===== src/rtl/trace_pkg.sv =====
// Shared types and encodings for the trace capture block.
package trace_pkg;

  typedef enum logic [1:0] {
    TS_IDLE    = 2'd0,
    TS_ARMED   = 2'd1,
    TS_CAPTURE = 2'd2,
    TS_DONE    = 2'd3
  } trace_state_t;

  localparam logic [1:0] MODE_EVERY  = 2'b00;
  localparam logic [1:0] MODE_CHANGE = 2'b01;
  localparam logic [1:0] MODE_TRIG   = 2'b10;
  localparam logic [1:0] MODE_RSVD   = 2'b11;

  // The reserved encoding behaves exactly like every-cycle capture.
  function automatic logic [1:0] eff_mode(input logic [1:0] m);
    return (m == MODE_RSVD) ? MODE_EVERY : m;
  endfunction

endpackage


===== src/rtl/trace_capture_if.sv =====
// Control, monitored-data and read-port bundle for trace_capture.
interface trace_capture_if #(
  parameter int WIDTH    = 16,
  parameter int CHANNELS = 4,
  parameter int DEPTH    = 32
);
  localparam int TCW = $clog2(CHANNELS);
  localparam int CW  = $clog2(DEPTH) + 1;

  logic                      arm;
  logic                      abort;
  logic [1:0]                mode;
  logic                      wrap;
  logic [TCW-1:0]            trig_chan;
  logic [WIDTH-1:0]          trig_value;
  logic [CHANNELS*WIDTH-1:0] chan_in;
  logic                      rd_ready;
  logic                      rd_valid;
  logic [CHANNELS*WIDTH-1:0] rd_data;
  logic [CW-1:0]             count;
  logic [1:0]                state;
  logic                      overflow;

  modport master (
    output arm, abort, mode, wrap, trig_chan, trig_value, chan_in, rd_ready,
    input  rd_valid, rd_data, count, state, overflow
  );

  modport slave (
    input  arm, abort, mode, wrap, trig_chan, trig_value, chan_in, rd_ready,
    output rd_valid, rd_data, count, state, overflow
  );
endinterface


===== src/rtl/trace_fifo.sv =====
// Trace storage: circular buffer with push/pop and optional overwrite-oldest when full.
module trace_fifo #(
  parameter int DW    = 64,
  parameter int DEPTH = 32
) (
  input  logic                     i_clk,
  input  logic                     i_rst,
  input  logic                     i_clr,
  input  logic                     i_push,
  input  logic                     i_pop,
  input  logic                     i_overwrite,
  input  logic [DW-1:0]            i_wr_data,
  output logic [DW-1:0]            o_rd_data,
  output logic                     o_rd_valid,
  output logic                     o_full,
  output logic                     o_overwrote,
  output logic [$clog2(DEPTH):0]   o_count
);
  localparam int AW = $clog2(DEPTH);
  localparam int CW = AW + 1;

  logic [DW-1:0] r_mem [DEPTH];
  logic [AW-1:0] r_wr_ptr;
  logic [AW-1:0] r_rd_ptr;
  logic [CW-1:0] r_count;

  logic w_full;
  logic w_pop;
  logic w_push;
  logic w_ovw;

  assign w_full = (r_count == CW'(DEPTH));
  assign w_pop  = i_pop && (r_count != '0);
  // A coinciding pop makes room, so only an unmatched push into a full buffer overwrites.
  assign w_ovw  = i_push && w_full && !w_pop && i_overwrite;
  assign w_push = i_push && (!w_full || w_pop || i_overwrite);

  always_ff @(posedge i_clk) begin
    if (i_rst || i_clr) begin
      r_wr_ptr <= '0;
      r_rd_ptr <= '0;
      r_count  <= '0;
    end else begin
      if (w_push)
        r_wr_ptr <= r_wr_ptr + AW'(1);
      if (w_pop || w_ovw)
        r_rd_ptr <= r_rd_ptr + AW'(1);
      if (w_push && !w_ovw && !w_pop)
        r_count <= r_count + CW'(1);
      else if (w_pop && !w_push)
        r_count <= r_count - CW'(1);
    end
  end

  always_ff @(posedge i_clk) begin
    if (w_push && !i_rst && !i_clr)
      r_mem[r_wr_ptr] <= i_wr_data;
  end

  assign o_rd_valid  = (r_count != '0);
  assign o_rd_data   = o_rd_valid ? r_mem[r_rd_ptr] : '0;
  assign o_full      = w_full;
  assign o_overwrote = w_ovw;
  assign o_count     = r_count;

endmodule


===== src/rtl/trace_capture.sv =====
// Trace capture controller: qualifies chan_in samples and feeds them into trace_fifo.
//   state    | meaning
//   IDLE     | no session since reset
//   ARMED    | buffer cleared, waiting to start (trigger in mode 10)
//   CAPTURE  | storing qualified samples
//   DONE     | session ended by abort or full buffer without wrap
module trace_capture
  import trace_pkg::*;
#(
  parameter int WIDTH    = 16,
  parameter int CHANNELS = 4,
  parameter int DEPTH    = 32
) (
  input logic            i_clk,
  input logic            i_rst,
  trace_capture_if.slave bus
);
  localparam int TCW = $clog2(CHANNELS);
  localparam int CW  = $clog2(DEPTH) + 1;
  localparam int DW  = CHANNELS * WIDTH;

  localparam logic [1:0] S_IDLE    = TS_IDLE;
  localparam logic [1:0] S_ARMED   = TS_ARMED;
  localparam logic [1:0] S_CAPTURE = TS_CAPTURE;
  localparam logic [1:0] S_DONE    = TS_DONE;

  logic [1:0]       r_state;
  logic             r_overflow;
  logic [WIDTH-1:0] r_prev_ch0;

  logic [1:0]       w_state_nxt;
  logic [1:0]       w_mode;
  logic             w_clr;
  logic             w_cap_win;
  logic             w_event;
  logic             w_push;
  logic             w_pop;
  logic             w_full;
  logic             w_stop_full;
  logic             w_ovf_set;
  logic             w_trig_hit;
  logic             w_overwrote;
  logic             w_rd_valid;
  logic [WIDTH-1:0] w_ch0;
  logic [WIDTH-1:0] w_trig_sel;
  logic [CW-1:0]    w_count;
  logic [DW-1:0]    w_rd_data;

  assign w_mode = eff_mode(bus.mode);
  assign w_ch0  = bus.chan_in[WIDTH-1:0];

  always_comb begin
    w_trig_sel = '0;
    for (int k = 0; k < CHANNELS; k++)
      if (bus.trig_chan == TCW'(k))
        w_trig_sel = bus.chan_in[k*WIDTH +: WIDTH];
  end

  assign w_trig_hit  = (w_trig_sel == bus.trig_value);
  assign w_stop_full = w_full && !bus.wrap;

  // arm restarts a session from any state and beats abort.
  always_comb begin
    w_state_nxt = r_state;
    w_clr       = 1'b0;
    w_cap_win   = 1'b0;
    if (bus.arm) begin
      w_state_nxt = S_ARMED;
      w_clr       = 1'b1;
    end else begin
      case (r_state)
        S_ARMED: begin
          if (bus.abort)
            w_state_nxt = S_DONE;
          else if (w_mode != MODE_TRIG || w_trig_hit) begin
            w_state_nxt = S_CAPTURE;
            w_cap_win   = 1'b1;
          end
        end
        S_CAPTURE: begin
          if (bus.abort || w_stop_full)
            w_state_nxt = S_DONE;
          w_cap_win = !bus.abort;
        end
        default: w_state_nxt = r_state;
      endcase
    end
  end

  // The transition cycle out of ARMED is the first capture cycle, so it always qualifies.
  assign w_event = w_cap_win &&
                   ((w_mode != MODE_CHANGE) || (r_state == S_ARMED) || (w_ch0 != r_prev_ch0));

  assign w_pop     = bus.rd_ready && w_rd_valid;
  assign w_push    = w_event && !w_stop_full;
  assign w_ovf_set = (w_event && w_stop_full) || w_overwrote;

  always_ff @(posedge i_clk) begin
    if (i_rst) begin
      r_state    <= S_IDLE;
      r_overflow <= 1'b0;
      r_prev_ch0 <= '0;
    end else begin
      r_state    <= w_state_nxt;
      r_prev_ch0 <= w_ch0;
      if (w_clr)
        r_overflow <= 1'b0;
      else if (w_ovf_set)
        r_overflow <= 1'b1;
    end
  end

  trace_fifo #(
    .DW    (DW),
    .DEPTH (DEPTH)
  ) u_fifo (
    .i_clk       (i_clk),
    .i_rst       (i_rst),
    .i_clr       (w_clr),
    .i_push      (w_push),
    .i_pop       (w_pop),
    .i_overwrite (bus.wrap),
    .i_wr_data   (bus.chan_in),
    .o_rd_data   (w_rd_data),
    .o_rd_valid  (w_rd_valid),
    .o_full      (w_full),
    .o_overwrote (w_overwrote),
    .o_count     (w_count)
  );

  assign bus.rd_valid = w_rd_valid;
  assign bus.rd_data  = w_rd_data;
  assign bus.count    = w_count;
  assign bus.state    = r_state;
  assign bus.overflow = r_overflow;

endmodule


===== src/flat_wrapper.sv =====
// flat-port wrapper written by rule: the top's interface ports become plain ports
module trace_capture_flat import trace_pkg::*;
#(
  parameter int WIDTH    = 16,
  parameter int CHANNELS = 4,
  parameter int DEPTH    = 32
)
  (i_clk, i_rst, bus_arm, bus_abort, bus_mode, bus_wrap, bus_trig_chan, bus_trig_value, bus_chan_in, bus_rd_ready, bus_rd_valid, bus_rd_data, bus_count, bus_state, bus_overflow);
  trace_capture_if #(.WIDTH(WIDTH), .CHANNELS(CHANNELS), .DEPTH(DEPTH)) bus_i ();
  input logic i_clk;
  input logic i_rst;
  input wire logic [$bits(bus_i.arm)-1:0] bus_arm;
  input wire logic [$bits(bus_i.abort)-1:0] bus_abort;
  input wire logic [$bits(bus_i.mode)-1:0] bus_mode;
  input wire logic [$bits(bus_i.wrap)-1:0] bus_wrap;
  input wire logic [$bits(bus_i.trig_chan)-1:0] bus_trig_chan;
  input wire logic [$bits(bus_i.trig_value)-1:0] bus_trig_value;
  input wire logic [$bits(bus_i.chan_in)-1:0] bus_chan_in;
  input wire logic [$bits(bus_i.rd_ready)-1:0] bus_rd_ready;
  output wire logic [$bits(bus_i.rd_valid)-1:0] bus_rd_valid;
  output wire logic [$bits(bus_i.rd_data)-1:0] bus_rd_data;
  output wire logic [$bits(bus_i.count)-1:0] bus_count;
  output wire logic [$bits(bus_i.state)-1:0] bus_state;
  output wire logic [$bits(bus_i.overflow)-1:0] bus_overflow;
  assign bus_i.arm = bus_arm;
  assign bus_i.abort = bus_abort;
  assign bus_i.mode = bus_mode;
  assign bus_i.wrap = bus_wrap;
  assign bus_i.trig_chan = bus_trig_chan;
  assign bus_i.trig_value = bus_trig_value;
  assign bus_i.chan_in = bus_chan_in;
  assign bus_i.rd_ready = bus_rd_ready;
  assign bus_rd_valid = bus_i.rd_valid;
  assign bus_rd_data = bus_i.rd_data;
  assign bus_count = bus_i.count;
  assign bus_state = bus_i.state;
  assign bus_overflow = bus_i.overflow;
  trace_capture #(.WIDTH(WIDTH), .CHANNELS(CHANNELS), .DEPTH(DEPTH)) u_core (.i_clk(i_clk), .i_rst(i_rst), .bus(bus_i));
endmodule

===== config.mk =====
export PLATFORM = sky130hd
export DESIGN_NAME = trace_capture_flat
export DESIGN_NICKNAME = d
export VERILOG_FILES = /design/src/rtl/trace_pkg.sv /design/src/rtl/trace_capture_if.sv /design/src/rtl/trace_fifo.sv /design/src/rtl/trace_capture.sv /design/src/flat_wrapper.sv
export SDC_FILE = /design/constraint.sdc
export NUM_CORES = 2
export LEC_CHECK = 0
export ABC_CLOCK_PERIOD_IN_PS = 26400
export CAP_MARGIN = 20
export CORE_MARGIN = 2
export CORE_UTILIZATION = 46
export DETAILED_ROUTE_END_ITERATION = 10
export HOLD_SLACK_MARGIN = 0.06
export PLACE_DENSITY = 0.59
export SLEW_MARGIN = 25
export SYNTH_ARGS = -nofsm -noshare
export SYNTH_HDL_FRONTEND = slang
export SYNTH_SLANG_ARGS = --single-unit

===== constraint.sdc =====
create_clock -name i_clk -period 26.4 [get_ports i_clk]
set_input_delay 5.28 -clock i_clk [delete_from_list [all_inputs] [get_ports i_clk]]
set_output_delay 5.28 -clock i_clk [all_outputs]
set_load 0.02 [all_outputs]

=== Word level (Yosys, flattened, before mapping) ===
Memory sizes are Yosys's and may differ from the RTL's. A register that Yosys moved wholly into a read port is not among the register bits.
Cells that the tools add are included.

* Add/sub/neg operators: 4
* Equality and inequality tests: 15
* Muxes and demuxes: 22
* Reduce and logical (&&, ||, !) cells: 42

{| class="wikitable"
|+ Operators by type and width
! operator !! count
|-
| 2-to-1 mux 16 bit || 4
|-
| 2-to-1 mux 64 bit || 1
|-
| == test 16 bit || 1
|-
| != test 16 bit || 1
|-
| logical AND 1 bit || 15
|-
| 2-to-1 mux 6 bit || 2
|-
| adder 5 x 1 -> 5 bit (second input constant) || 2
|-
| 2-to-1 mux 5 bit || 2
|-
| logical NOT 1 bit || 9
|-
| logical OR 1 bit || 9
|-
| == test 2 bit (second input constant) || 4
|-
| 2-to-1 mux 2 bit || 4
|-
| 2-to-1 mux 1 bit || 7
|-
| adder 6 x 1 -> 6 bit (second input constant) || 1
|-
| == test 6 bit (second input constant) || 1
|-
| != test 3 x 2 -> 1 bit (second input constant) || 2
|-
| AND reduction 3 bit || 2
|-
| nonzero test 6 bit || 1
|-
| subtractor 6 x 1 -> 6 bit (second input constant) || 1
|-
| == test 2 x 1 -> 1 bit (second input constant) || 2
|-
| != test 2 x 1 -> 1 bit (second input constant) || 2
|-
| != test 4 x 3 -> 1 bit (second input constant) || 1
|-
| case mux 2 bit (2 select lines) || 1
|-
| nonzero test 2 bit || 2
|-
| other kinds (5) || 6
|}

* Bits in registers: 35
* Bits in writable memories: 2048
* Input bits: 90
* Word-level logic and storage cells: 91
* Memories kept: 1

{| class="wikitable"
|+ Memory list
! name !! depth !! bits a word !! read ports !! clocked after Yosys merged registers in !! write ports !! line !! RTL
|-
| u_core.u_fifo.r_mem || 32 || 64 || 1 || 1 || 1 || trace_fifo.sv:22 || <nowiki>logic [DW-1:0] r_mem [DEPTH];</nowiki>
|}

=== Depth between registers and ports, before layout ===
* Word-level depth: 20
* Depth in mapped cells: 17

=== Cells and area by module ===
A second synthesis with hierarchy kept.

* Cells, all modules: 3548
* Area, all modules: 80579.8 sq um

{| class="wikitable"
|+ Modules (own cells, without submodules)
! module !! instances !! cells an instance !! area an instance (sq um)
|-
| trace_fifo || 1 || 3418 || 79108.4
|-
| trace_capture || 1 || 130 || 1471.4
|}

=== Worst setup path before layout ===
Ideal clock, no wire load.

* Path kind: in2reg
* From: input port bus_trig_chan[0]
* To: memory u_core.u_fifo.r_mem[29][0], enable pin
* Library setup time: 0.666 ns
* Data arrival time: 13.653 ns
* Required time: 25.734 ns
* Path slack: 12.080 ns
* Stages: 8
* Path buffers: 2
* Path through: buf_6 buf_12 mux4_2 xor2_1 nor4_2 nand4_2 a211o_2 nor4b_1

* Cells in the longest elaborated chain, start to end: 18

{| class="wikitable"
|+ Ends and longest elaborated chain
! element !! line !! RTL
|-
| from (decl) || flat_wrapper.sv:16 || <nowiki>input wire logic [$bits(bus_i.trig_chan)-1:0] bus_trig_chan;</nowiki>
|-
| logical NOT 2 bit || trace_capture.sv:55 || <nowiki>if (bus.trig_chan == TCW'(k))</nowiki>
|-
| 2-to-1 mux 16 bit (3 in a row) || trace_capture.sv:55 ||
|-
| 2-to-1 mux 16 bit * || trace_capture.sv:55 ||
|-
| == test 16 bit * || trace_capture.sv:59 || <nowiki>assign w_trig_hit = (w_trig_sel == bus.trig_value);</nowiki>
|-
| logical OR 1 bit * || trace_capture.sv:75 || <nowiki>else if (w_mode != MODE_TRIG || w_trig_hit) begin</nowiki>
|-
| 2-to-1 mux 1 bit * || trace_capture.sv:75 ||
|-
| 2-to-1 mux 1 bit * || trace_capture.sv:73 || <nowiki>if (bus.abort)</nowiki>
|-
| case mux 1 bit (2 select lines) * || trace_capture.sv:71 || <nowiki>case (r_state)</nowiki>
|-
| 2-to-1 mux 1 bit * || trace_capture.sv:67 || <nowiki>if (bus.arm) begin</nowiki>
|-
| logical AND 1 bit * || trace_capture.sv:91 || <nowiki>assign w_event = w_cap_win &&</nowiki>
|-
| logical AND 1 bit * || trace_capture.sv:95 || <nowiki>assign w_push = w_event && !w_stop_full;</nowiki>
|-
| logical AND 1 bit * || trace_fifo.sv:36 || <nowiki>assign w_push = i_push && (!w_full || w_pop || i_overwrite);</nowiki>
|-
| logical AND 1 bit * (2 in a row) || trace_fifo.sv:56 || <nowiki>if (w_push && !i_rst && !i_clr)</nowiki>
|-
| 2-to-1 mux 1 bit * || trace_fifo.sv:56 ||
|-
| 2-to-1 mux 1 bit (implied by the code) * || trace_fifo.sv:57 || <nowiki>r_mem[r_wr_ptr] <= i_wr_data;</nowiki>
|-
| to (decl) || trace_fifo.sv:22 ||
|}

Every way passes the cells marked *; elsewhere a longest branch is shown, timed or not.

==> metrics.txt <==
Distinct cells, synth between 40 and 50; Main synth FF type edfxtp_1; Clock Tree Buf Depth 3; final hold viol count 0; Pre-antenna DRT Iters 7; Starting Density between 40 and 50%; max-cap violations 0; most common cell in the netlist edfxtp_1; TritonCTS Buffers approximately 210; DRC viols 0; Final Max Slew Viols 0; flop2flop setup slack between 20 and 25 ns; Worst Setup Path Type register to output pin; fraction of layout cells with a size suffix above 1 30.4%; share of the synthesized area in the top cell type roughly three quarters; die width between 400 and 500 µm; IO Pins 164; Post-Synth Adder-Cell Area 0.197%; CTS root buffer clkbuf_16; Non-Filler Instances between 6000 and 7000; flops & latches, synth ~2100; Post-synth EDFFs between 2000 and 2500; Worst-Margin Slew ~1.1 ns; post-cts sizing count 0; PD cells roughly 73 nW/µm²; Clock Sinks approximately 2100; port buffer count 163; leak pwr between 20 and 30 nW; hold buffer count at cts 0; multiplexer share of the synthesized area roughly a fifth; final wirelength between 200 and 250 mm; Clock Pin Slew Worst Setup and Hold Paths 0.06 ns; element type at the critical path start register; final worst path period share 47.9%; DR vias/cell 6.12; Hold Path Depth 2; Max rail drop VDD between 60 and 70 µV; Mapped Nets 3376; global-route wire length before repair approximately 300 mm; CP endpoint kind output pin; largest net degree at the start of global routing between 150 and 200; Core Box Area roughly 170000 µm²; worst r2r src u_core.bus.state[0]; Hold Crit Start u_core.u_fifo.r_rd_ptr[4]; Slew headroom between 20% and 30%; min cycle time layout 12.65 ns; clk_lat worst skew ~0.85 ns; initial antenna violation count 19; Setup TNS 0 ns; gr usage total between 20% and 30%; Seq/Total Area, Yosys between 70 and 80%; grt ovf 0; Rows 153; Nets between 3000 and 4000; vias in the first global route 38816; H-tree depth 4; Async SR Flop Fraction 0%; Critical Path AT between 7 and 8 ns; vias around 38000; Iter 0 DRT Violations 4973; hpwl dp approximately 110 mm; Min Hold Slack 0.501 ns; R2R depth 10; Final setup viols 0; biggest area consumer among synthesized cells edfxtp_1; RSZ-0062 raised after global routing no; Final ANT Viol Nets 0; Max FO, Critical Path 49; post-CTS setup buffer count 0; routed length per instance roughly 34 µm; Worst Path Required 21.12 ns; final clock skew between 0.03 and 0.04 ns; Compound-Gate Fraction of Synth Area 0.331%; die footprint roughly 180000 µm²; final worst slack about 14 ns; top cells by area, synth edfxtp_1 (77%), mux4_2 (18%), dfxtp_1 (1.0%), mux2i_1 (0.89%), nor2_1 (0.53%); synthesis-to-finish area growth 15.3%; post-synthesis xor/xnor area fraction less than 1%; Syn Std Cell Area approximately 80000 µm²; Die Span Y between 400 and 500 µm; status completed; utilization after layout between 50% and 60%; Synth Warn # 0; fmax 79.1 MHz; TritonCTS clock tree done; simple-gate share of the synthesized area under 10%; r2r endpoint u_core.u_fifo.r_mem[17][56]; GP Congestion just under 0.8; worst hold-check path type register to register; post-placement cell count ~5800; Post-Synthesis Cells 3274; Syn Area/Cell 24.5 µm²; largest family of logic cells by synthesized area multiplexers; Synth top cells by count edfxtp_1 (2048), mux4_2 (647), nor2_1 (114), clkbuf_1 (110), mux2i_1 (71); Place WS 13.52 ns
==> final cells by class <==
type                       count  area (µm²)
fill                       13009       81100
sequential                  2088       62300
multi-input combinational   1005       17400
clock buffer                 262        5530
timing repair buffer         326        3170
tap                         2325        2910
clock inverter               119        1080
inverter                      11        41.3
antenna                        7        17.5
==> critical path: stages, from the launching register on <==
cell and delay (ns):
dfxtp_4 0.86, buf_6 0.67, buf_4 0.58, buf_6 0.63, buf_6 0.65, buf_4 0.79
mux4_2 0.61, mux4_2 0.51, mux2i_1 0.32, nor2_1 0.12, clkdlybuf4s50_1 0.59
==> per-stage QoR <==
| stage | power (mW) | instance area [µm²] |
|---|---|---|
| 6_report | 6.73 | 92500 |
| 5_1_grt | 6.91 | 92500 |
| 4_1_cts | 6.77 | 92400 |
| 3_5_place_dp | 3.92 | 85800 |
| 3_3_place_gp | 3.92 | 85500 |
| 2_1_floorplan | 3.80 | 80200 |
==> report_power, final <==
part           internal, mW  switching [mW]  total, mW
clock                  1.64            1.24       2.88
combinational        0.0819           0.128      0.210
sequential             3.64         0.00279       3.64
==> flip-flops by register name, indices dropped and copies added (netlist names), named ones only <==
register and flops:
u_core.bus.overflow 1, u_core.bus.state 2, u_core.r_prev_ch0 16, u_core.u_fifo.o_count 6, u_core.u_fifo.r_mem 2048, u_core.u_fifo.r_rd_ptr 5
u_core.u_fifo.r_wr_ptr 5
==> placed cells by master (no fill, tap or decap), drive strengths merged, types with 3 or more instances in the layout <==
| master | Yosys | routed |
|---|---|---|
| o21a | 3 | 3 |
| nand3 | 8 | 8 |
| mux2i | 71 | 71 |
| bufinv | 0 | 16 |
| ha | 11 | 11 |
| xnor2 | 4 | 4 |
| clkdlybuf4s50 | 0 | 161 |
| o21ai | 4 | 4 |
| clkinvlp | 0 | 3 |
| nor2 | 114 | 114 |
| mux4 | 656 | 656 |
| inv | 11 | 19 |
| a21oi | 12 | 12 |
| a211o | 3 | 3 |
| xor2 | 35 | 35 |
| clkbuf | 110 | 262 |
| edfxtp | 2048 | 2048 |
| clkinv | 0 | 92 |
| nand2 | 18 | 18 |
| nor4 | 9 | 9 |
| dfxtp | 40 | 40 |
| or3 | 5 | 5 |
| buf | 60 | 165 |
| nand3b | 4 | 4 |
| or4 | 4 | 4 |
| diode | 0 | 7 |
| nand4 | 5 | 5 |
| nor2b | 17 | 17 |
==> worst max path at each step <==
| stage | start | to | slack, ns | cells after the start |
|---|---|---|---|---|
| 6_report | register | bus_rd_data[31] | 13.75 | 10 |
| 5_1_grt | register | bus_rd_data[31] | 13.05 | 10 |
| 4_1_cts | register | bus_rd_data[31] | 12.56 | 10 |
| 3_5_place_dp | register | bus_rd_data[31] | 13.52 | 10 |
| 3_3_place_gp | register | bus_rd_data[31] | 13.59 | 10 |
| 2_1_floorplan | bus_trig_chan[0] | u_core.u_fifo.r_mem[29][0] | 12.08 | 8 |
==> cells by family after synthesis <==
kind of cell	Yosys count
mux	727
simple gates	192
flops	2088
buf+inv	181
compound gates	35
xor+xnor	39
fa+ha+maj	12
==> metal layers <==
metal  track usage (%)  part of all wire (%)  vias to the layer above  routed length (µm)
li1                  -                     -                    14888                   -
met1              33.3                    40                    20658               84500
met2              39.2                    50                     1776              106000
met3              3.58                   7.2                      292               15200
met4              6.17                   2.3                        0                4820
met5                 0                     0                        -                   0
No activity file was read; power rests on OpenSTA's default activity.
